**config.mk**
```make
export PLATFORM = sky130hd
export DESIGN_NAME = cv32e40p_ft_error_manager
export DESIGN_NICKNAME = d
export VERILOG_FILES = /design/src/rtl/cv32e40p_pkg2.sv /design/src/rtl/cv32e40p_ft_rr_arbiter.sv /design/src/rtl/cv32e40p_ft_error_manager.sv
export SDC_FILE = /design/constraint.sdc
export NUM_CORES = 1
export LEC_CHECK = 0
export ABC_AREA = 1
export CORE_ASPECT_RATIO = 0.75
export CORE_MARGIN = 4
export CORE_UTILIZATION = 50
export CTS_CLUSTER_SIZE = 40
export DETAILED_ROUTE_END_ITERATION = 12
export PLACE_DENSITY = 0.85
export SYNTH_ARGS = -nofsm -noshare
export SYNTH_HDL_FRONTEND = slang
export SYNTH_SLANG_ARGS = --single-unit
```
**constraint.sdc**
```tcl
create_clock -name clk -period 5.05 [get_ports clk]
set_clock_uncertainty 0.15 [all_clocks]
set_input_delay 1.01 -clock clk [delete_from_list [all_inputs] [get_ports clk]]
set_output_delay 1.01 -clock clk [all_outputs]
set_load 0.02 [all_outputs]
```
**src/rtl/cv32e40p_pkg2.sv**
```systemverilog
// Shared types and constants for the TMR fault-tolerance error manager.
package cv32e40p_pkg2;

    // Record kinds; numeric order is severity order, so "max" merges records.
    typedef enum logic [1:0] {
        KIND_NONE   = 2'b00,
        KIND_CORR   = 2'b01,
        KIND_UNCORR = 2'b10,
        KIND_BRK    = 2'b11
    } log_kind_e;

    typedef logic [1:0] ft_state_t;

    localparam ft_state_t ST_IDLE    = 2'd0;
    localparam ft_state_t ST_SELECT  = 2'd1;
    localparam ft_state_t ST_PRESENT = 2'd2;

    localparam logic [1:0] OP_NOP      = 2'b00;
    localparam logic [1:0] OP_SET_BRK  = 2'b01;
    localparam logic [1:0] OP_CLR_BRK  = 2'b10;
    localparam logic [1:0] OP_CLR_PEND = 2'b11;

    // Number of set bits in a 3-replica mask.
    function automatic logic [1:0] popcount3(input logic [2:0] v);
        popcount3 = {1'b0, v[0]} + {1'b0, v[1]} + {1'b0, v[2]};
    endfunction

endpackage

```
**src/rtl/cv32e40p_ft_rr_arbiter.sv**
```systemverilog
// Combinational round-robin pick: first set bit of pend_i at or after ptr_i.
module cv32e40p_ft_rr_arbiter #(
    parameter int N_BLK = 8,
    parameter int IDX_W = $clog2(N_BLK)
) (
    input  logic [N_BLK-1:0] pend_i,
    input  logic [IDX_W-1:0] ptr_i,
    output logic [IDX_W-1:0] idx_o,
    output logic             found_o
);

    logic [IDX_W-1:0] cand;

    // Scan N_BLK candidates starting at the pointer, wrapping at N_BLK.
    always_comb begin
        idx_o   = '0;
        found_o = 1'b0;
        cand    = '0;
        for (int i = 0; i < N_BLK; i++) begin
            cand = IDX_W'((int'(ptr_i) + i) % N_BLK);
            if (!found_o && pend_i[cand]) begin
                found_o = 1'b1;
                idx_o   = cand;
            end
        end
    end

endmodule

```
**src/rtl/cv32e40p_ft_error_manager.sv**
```systemverilog
// Central error manager for the TMR voter/breakage-monitor wrappers.
//
// state      | meaning
// -----------+-------------------------------------------------------------
// ST_IDLE    | accept config commands; start arbitration if any record pends
// ST_SELECT  | register the round-robin winner
// ST_PRESENT | drive the winning record on the log port until accepted
module cv32e40p_ft_error_manager
    import cv32e40p_pkg2::*;
#(
    parameter int N_BLK = 8,
    parameter int IDX_W = $clog2(N_BLK),
    parameter int CNT_W = 8
) (
    input  logic                    clk,
    input  logic                    rst_n,
    input  logic [N_BLK-1:0]        err_detected_i,
    input  logic [N_BLK-1:0]        err_corrected_i,
    input  logic [N_BLK-1:0][2:0]   is_broken_i,
    output logic [N_BLK-1:0][2:0]   set_broken_o,
    output logic                    log_valid_o,
    input  logic                    log_ready_i,
    output logic [IDX_W-1:0]        log_blk_o,
    output logic [1:0]              log_kind_o,
    output logic [2:0]              log_replica_o,
    input  logic                    cmd_valid_i,
    output logic                    cmd_ready_o,
    input  logic [1:0]              cmd_op_i,
    input  logic [IDX_W-1:0]        cmd_blk_i,
    input  logic [2:0]              cmd_mask_i,
    output logic [CNT_W-1:0]        merge_cnt_o,
    output logic                    fatal_o
);

    ft_state_t                state_q, state_d;
    logic [N_BLK-1:0][2:0]    brk_q;
    logic [N_BLK-1:0][2:0]    new_brk;
    log_kind_e                ev_kind     [N_BLK];
    log_kind_e                pend_kind_q [N_BLK];
    logic [N_BLK-1:0][2:0]    pend_rep_q;
    logic [N_BLK-1:0][2:0]    set_broken_q;
    logic [N_BLK-1:0]         pend_vec;
    logic [N_BLK-1:0]         clr_vec;
    logic [N_BLK-1:0]         merge_vec;
    logic [IDX_W-1:0]         rr_ptr_q;
    logic [IDX_W-1:0]         sel_q;
    logic [IDX_W-1:0]         arb_idx;
    logic                     arb_found;
    logic                     cmd_acc;
    logic                     log_hs;
    logic                     cmd_blk_ok;
    logic [IDX_W:0]           merge_sum;
    logic [CNT_W:0]           cnt_ext;
    logic [CNT_W-1:0]         merge_cnt_q, merge_cnt_d;
    logic                     fatal_q, fatal_now;

    assign cmd_blk_ok = int'(cmd_blk_i) < N_BLK;

    cv32e40p_ft_rr_arbiter #(
        .N_BLK (N_BLK),
        .IDX_W (IDX_W)
    ) u_rr_arbiter (
        .pend_i  (pend_vec),
        .ptr_i   (rr_ptr_q),
        .idx_o   (arb_idx),
        .found_o (arb_found)
    );

    // Classify this cycle's event per block and decide clear / merge per record.
    always_comb begin
        new_brk   = '0;
        ev_kind   = '{default: KIND_NONE};
        pend_vec  = '0;
        clr_vec   = '0;
        merge_vec = '0;
        for (int b = 0; b < N_BLK; b++) begin
            new_brk[b] = is_broken_i[b] & ~brk_q[b];
            if (new_brk[b] != 3'b000)
                ev_kind[b] = KIND_BRK;
            else if (err_detected_i[b] && !err_corrected_i[b])
                ev_kind[b] = KIND_UNCORR;
            else if (err_detected_i[b])
                ev_kind[b] = KIND_CORR;
            pend_vec[b]  = pend_kind_q[b] != KIND_NONE;
            clr_vec[b]   = (log_hs && int'(sel_q) == b) ||
                           (cmd_acc && cmd_op_i == OP_CLR_PEND && int'(cmd_blk_i) == b);
            merge_vec[b] = pend_vec[b] && !clr_vec[b] && ev_kind[b] != KIND_NONE;
        end
    end

    // Saturating merge counter; several blocks may merge in one cycle.
    always_comb begin
        merge_sum = '0;
        for (int b = 0; b < N_BLK; b++)
            merge_sum = merge_sum + (IDX_W+1)'(merge_vec[b]);
        cnt_ext     = {1'b0, merge_cnt_q} + (CNT_W+1)'(merge_sum);
        merge_cnt_d = cnt_ext[CNT_W] ? '1 : cnt_ext[CNT_W-1:0];
    end

    // A block is fatal once two or more replicas are broken or forced broken.
    always_comb begin
        fatal_now = 1'b0;
        for (int b = 0; b < N_BLK; b++)
            if (popcount3(is_broken_i[b] | set_broken_q[b]) >= 2'd2)
                fatal_now = 1'b1;
    end

    // FSM next state; commands only in IDLE and they pre-empt logging.
    always_comb begin
        state_d = state_q;
        cmd_acc = 1'b0;
        log_hs  = 1'b0;
        case (state_q)
            ST_IDLE: begin
                if (cmd_valid_i)
                    cmd_acc = 1'b1;
                else if (|pend_vec)
                    state_d = ST_SELECT;
            end
            ST_SELECT:  state_d = arb_found ? ST_PRESENT : ST_IDLE;
            ST_PRESENT: begin
                if (log_ready_i) begin
                    log_hs  = 1'b1;
                    state_d = ST_IDLE;
                end
            end
            default:    state_d = ST_IDLE;
        endcase
    end

    // FSM state, selection register and round-robin pointer.
    always_ff @(posedge clk) begin
        if (!rst_n) begin
            state_q  <= ST_IDLE;
            sel_q    <= '0;
            rr_ptr_q <= '0;
        end else begin
            state_q <= state_d;
            if (state_q == ST_SELECT)
                sel_q <= arb_idx;
            if (log_hs)
                rr_ptr_q <= (int'(sel_q) == N_BLK-1) ? '0 : sel_q + 1'b1;
        end
    end

    // Pending records. The presented record stays live, so an event that lands
    // on it while waiting escalates what is shown instead of being dropped; on
    // the clearing cycle the record restarts from this cycle's event alone.
    always_ff @(posedge clk) begin
        if (!rst_n) begin
            brk_q       <= '0;
            pend_rep_q  <= '0;
            merge_cnt_q <= '0;
            for (int b = 0; b < N_BLK; b++)
                pend_kind_q[b] <= KIND_NONE;
        end else begin
            brk_q       <= is_broken_i;
            merge_cnt_q <= merge_cnt_d;
            for (int b = 0; b < N_BLK; b++) begin
                if (clr_vec[b]) begin
                    pend_kind_q[b] <= ev_kind[b];
                    pend_rep_q[b]  <= new_brk[b];
                end else begin
                    if (ev_kind[b] > pend_kind_q[b])
                        pend_kind_q[b] <= ev_kind[b];
                    pend_rep_q[b] <= pend_rep_q[b] | new_brk[b];
                end
            end
        end
    end

    // Replica force masks driven from accepted commands; fatal flag is sticky.
    always_ff @(posedge clk) begin
        if (!rst_n) begin
            set_broken_q <= '0;
            fatal_q      <= 1'b0;
        end else begin
            fatal_q <= fatal_q | fatal_now;
            if (cmd_acc && cmd_blk_ok) begin
                case (cmd_op_i)
                    OP_SET_BRK: set_broken_q[cmd_blk_i] <= set_broken_q[cmd_blk_i] | cmd_mask_i;
                    OP_CLR_BRK: set_broken_q[cmd_blk_i] <= 3'b000;
                    default:    ;
                endcase
            end
        end
    end

    assign set_broken_o  = set_broken_q;
    assign merge_cnt_o   = merge_cnt_q;
    assign fatal_o       = fatal_q;
    assign cmd_ready_o   = (state_q == ST_IDLE) && rst_n;
    assign log_valid_o   = (state_q == ST_PRESENT);
    assign log_blk_o     = log_valid_o ? sel_q : '0;
    assign log_kind_o    = log_valid_o ? pend_kind_q[sel_q] : 2'b00;
    assign log_replica_o = log_valid_o ? pend_rep_q[sel_q] : 3'b000;

endmodule

```
==> results.ini <==
[sta]
finalHoldViolations=0
rsz0062_at_grt=true
layout_worst_path_cycle_share=0.998
setup_viol=0
fmax_mhz=198
finalMaxSlewViolations=0
timing.slew.headroom=0.292
fin_crit_ns=5.04
tightestPinTransition_ns=1.04
whs_ns=0.319

[global_route]
antenna_found_initial=0
grt_max_degree=68
grt-ovfl-total=0
first_global_vias=6979
gr-usage-all-layers=0.304
grt_pass1_wl_microns=36000

[yosys]
synth_area_sq_mm=0.00643
synth_nets=1005
synth-seq-area-share=0.361
yosys_most_used_dff=dfxtp_1
ys_ff_latch=108
async_flop_share=0
synth_enable_flop_cells=16
yosysWarnings=0
synth.avg_cell_area_sq_um=7.08
postSynthCellCount=908
synth_cell_types=46

[worst_setup_path]
cp.depth=34
arrival_ns=5.14
crit_type=input pin to flip-flop
critPathBufInv=29
crit_path_top_delay_cell=o31ai_1
crit_fanout=2
cp-end-kind=flip-flop
start_kind=input pin
crit_top_cell=buf_4
ff2ff_setup_slack_ns=0.25
r2r-start=state_q[0]$_SDFFE_PN0P_
worst_ep_required_time_ns=5.15
crit_path_max_incr_delay_ns=0.22
path_delay_family=buffers and inverters
rr_worst_depth=25
rr_endpoint=merge_cnt_o[1]$_SDFF_PN0_

[run]
cap_violations=0

[final_layout]
fill_cells=909
area_growth_pct=38.5
diodes=0
postLayoutCoreUtil=0.716
nets=1212
drive_above_1_share=0.204

[detailed_routing]
vias_per_cell=5.88
vias=7558
wirelength_microns=23600
routedWlPerCell_microns=18.4
postRouteAntennaNets=0
drc_errors=0
first_pass_iters=7
drtIter0Drc=1122

[power]
power_density_mw_per_mm2=383
power_leakage_nw=4.29
p_int_mw=2.10
p_seq_frac=0.314
switchingPower_mw=1.31
swShare=0.384
combPwrFrac=0.462
ir_worst_vdd_v=0.000364
clkPwrFrac=0.224

[outcome]
outcome=finished clean

[floorplanning]
io_pins=95
fp.coreArea_sq_mm=0.0124
die_area_sq_mm=0.0148
die_h_microns=106
die_w_microns=139
start_util=0.517
rows=35

[hold_path]
min_path_cells=2
hold_end=pend_rep_q[13]$_SDFF_PN0_
hp-start=pend_rep_q[13]$_SDFF_PN0_
hold_path.class=flip-flop to flip-flop

[clocking]
cts_buffers=9
cts_tree=yes
path_clk_slew_ns=0.07
cts_sinks=108
worstSkewPairLatency_ns=0.36
cts_max_path_buffers=2
ctsHtreeMaxLevel=3
cts_root_buf=clkbuf_16

[placed_design]
gp_congestion=1.01
port_buffers=94
dp_hpwl_microns=15300

==> synthesized netlist by cell type (2+ instances only) <==
library cell	number	area [sq um]
inv_1	162	608
nand2_1	151	567
nor2_1	119	447
dfxtp_1	92	1840
a21oi_1	84	420
o21ai_0	69	345
nand3_1	42	210
ha_1	40	500
nor3_1	20	100
edfxtp_1	16	480
clkbuf_1	15	56.3
nand4_1	11	68.8
or2_2	10	62.6
o22ai_1	9	56.3
a211oi_1	6	45.0
inv_2	6	22.5
a31oi_1	5	31.3
fa_1	5	100
a22oi_1	3	22.5
a32oi_1	3	26.3
nand2_4	3	33.8
nand3_2	3	30.0
nor2_4	3	33.8
o21ai_1	3	15.0
a2111oi_0	2	17.5
a21oi_2	2	17.5
a221oi_1	2	17.5
buf_4	2	15.0
o21a_1	2	15.0
xnor2_4	2	55.1
==> worst min-delay path: cells and delay by family, from the launching register on <==
kind | cells | cell delay, ns
AOI/OAI and AO/OA | 1 | 0.05
DFF | 1 | 0.31
and+or+nand+nor | 1 | 0.06
==> worst max path at each step <==
| stage | startpoint | slack (ns) | end |
|---|---|---|---|
| global placement | cmd_op_i[0] | -0.61 | merge_cnt_o[5]$_SDFF_PN0_ |
| detailed placement | is_broken_i[2] | -0.72 | merge_cnt_o[5]$_SDFF_PN0_ |
| floorplan | cmd_op_i[0] | 0.009 | merge_cnt_o[5]$_SDFF_PN0_ |
| CTS | cmd_blk_i[0] | 0.003 | merge_cnt_o[5]$_SDFF_PN0_ |
| global route | cmd_valid_i | -0.09 | merge_cnt_o[1]$_SDFF_PN0_ |
| finish | is_broken_i[8] | 0.01 | fatal_o$_SDFF_PN0_ |
==> what timing repair did <==
action / CTS / global route
hold buffers: 0 / 0
setup buffers: 55 / 4
pin swaps: 21 / 25
resized for setup: 55 / 64
endpoints found under the setup margin: 8 / 9
hold endpoints to repair: 0 / 0
==> routing by layer <==
metal | global-route usage | vias to the layer above | wire length (microns)
met3 | 0.0818 | 160 | 3140
met5 | 0 | - | 0
met4 | 0.136 | 0 | 1400
li1 | - | 3368 | -
met1 | 0.398 | 3373 | 9070
met2 | 0.472 | 657 | 10000
==> layout make-up <==
| class | instances | area [sq um] | area share |
|---|---|---|---|
| well taps | 166 | 208 | 0.0233 |
| clock buffers | 11 | 253 | 0.0284 |
| clock inverters | 5 | 67.6 | 0.00758 |
| repair buffers | 214 | 1820 | 0.204 |
| flip-flops and latches | 108 | 2320 | 0.261 |
| inverters | 169 | 639 | 0.0718 |
| multi-input cells | 613 | 3600 | 0.404 |
==> sequential cells by signal, summed over array words and instances, names as in the netlist, named ones only <==
signal	flops
pend_rep_q	24
rr_ptr_q	3
state_q	2
fatal_o	1
sel_q	3
brk_q	24
merge_cnt_o	8
set_broken_o	24
pend_kind_q	16
==> power groups by stage <==
stage | sequential (mW) | clock (mW) | combinational [mW]
2_1_floorplan | 1.07 | 0 | 0.811
3_3_place_gp | 1.08 | 0 | 1.24
3_5_place_dp | 1.08 | 0 | 1.28
4_1_cts | 1.06 | 0.756 | 1.41
5_1_grt | 1.08 | 0.788 | 1.72
6_report | 1.07 | 0.763 | 1.58
==> layout by cell type (no fill, tap or decap), types with 3 or more instances in the layout <==
| master | netlist | routed |
|---|---|---|
| nor3_1 | 20 | 17 |
| a21oi_1 | 84 | 77 |
| o21ai_1 | 3 | 6 |
| dfxtp_1 | 92 | 92 |
| buf_6 | 1 | 4 |
| o22ai_1 | 9 | 9 |
| nand3_1 | 42 | 42 |
| nand2_1 | 151 | 147 |
| a21oi_4 | 0 | 3 |
| ha_1 | 40 | 38 |
| nand4_1 | 11 | 11 |
| nand3_2 | 3 | 3 |
| dlymetal6s2s_1 | 0 | 3 |
| clkdlybuf4s50_1 | 0 | 76 |
| clkbuf_2 | 0 | 4 |
| a22oi_1 | 3 | 3 |
| buf_4 | 2 | 121 |
| inv_1 | 162 | 150 |
| nand2_4 | 3 | 4 |
| inv_2 | 6 | 16 |
| a21oi_2 | 2 | 6 |
| or2_2 | 10 | 10 |
| a211oi_1 | 6 | 5 |
| edfxtp_1 | 16 | 16 |
| a31oi_1 | 5 | 4 |
| nor2_2 | 1 | 6 |
| o21ai_0 | 69 | 64 |
| clkbuf_16 | 0 | 9 |
| nand2_2 | 1 | 4 |
| nor2_4 | 3 | 9 |
| fa_1 | 5 | 3 |
| nor2_1 | 119 | 108 |
==> metrics by stage <==
step	cells	setup slack (ns)	TNS [ns]	power, mW	instance area [sq um]
floorplan	908	0.00947	0	1.88	6450
global placement	1213	-0.608	-3.66	2.32	7990
detailed placement	1213	-0.717	-4.61	2.36	7990
CTS	1283	0.00302	0	3.23	8770
global route	1286	-0.0904	-0.306	3.59	8910
finish	1286	0.0102	0	3.41	8910
==> kinds of logic (layout without fill, tap and decap cells) <==
| logic type | after synthesis | in the layout | share of synthesized area |
|---|---|---|---|
| DFF | 108 | 108 | 0.361 |
| buffers and inverters | 187 | 399 | 0.111 |
| xor gates and xnor gates | 5 | 5 | 0.0156 |
| muxes | 1 | 1 | 0.00156 |
| and+or+nand+nor | 369 | 369 | 0.253 |
| adders and majority gates | 45 | 45 | 0.0934 |
| AOI/OAI and AO/OA | 193 | 193 | 0.164 |
Note: power is estimated with default switching activity, not from simulation.
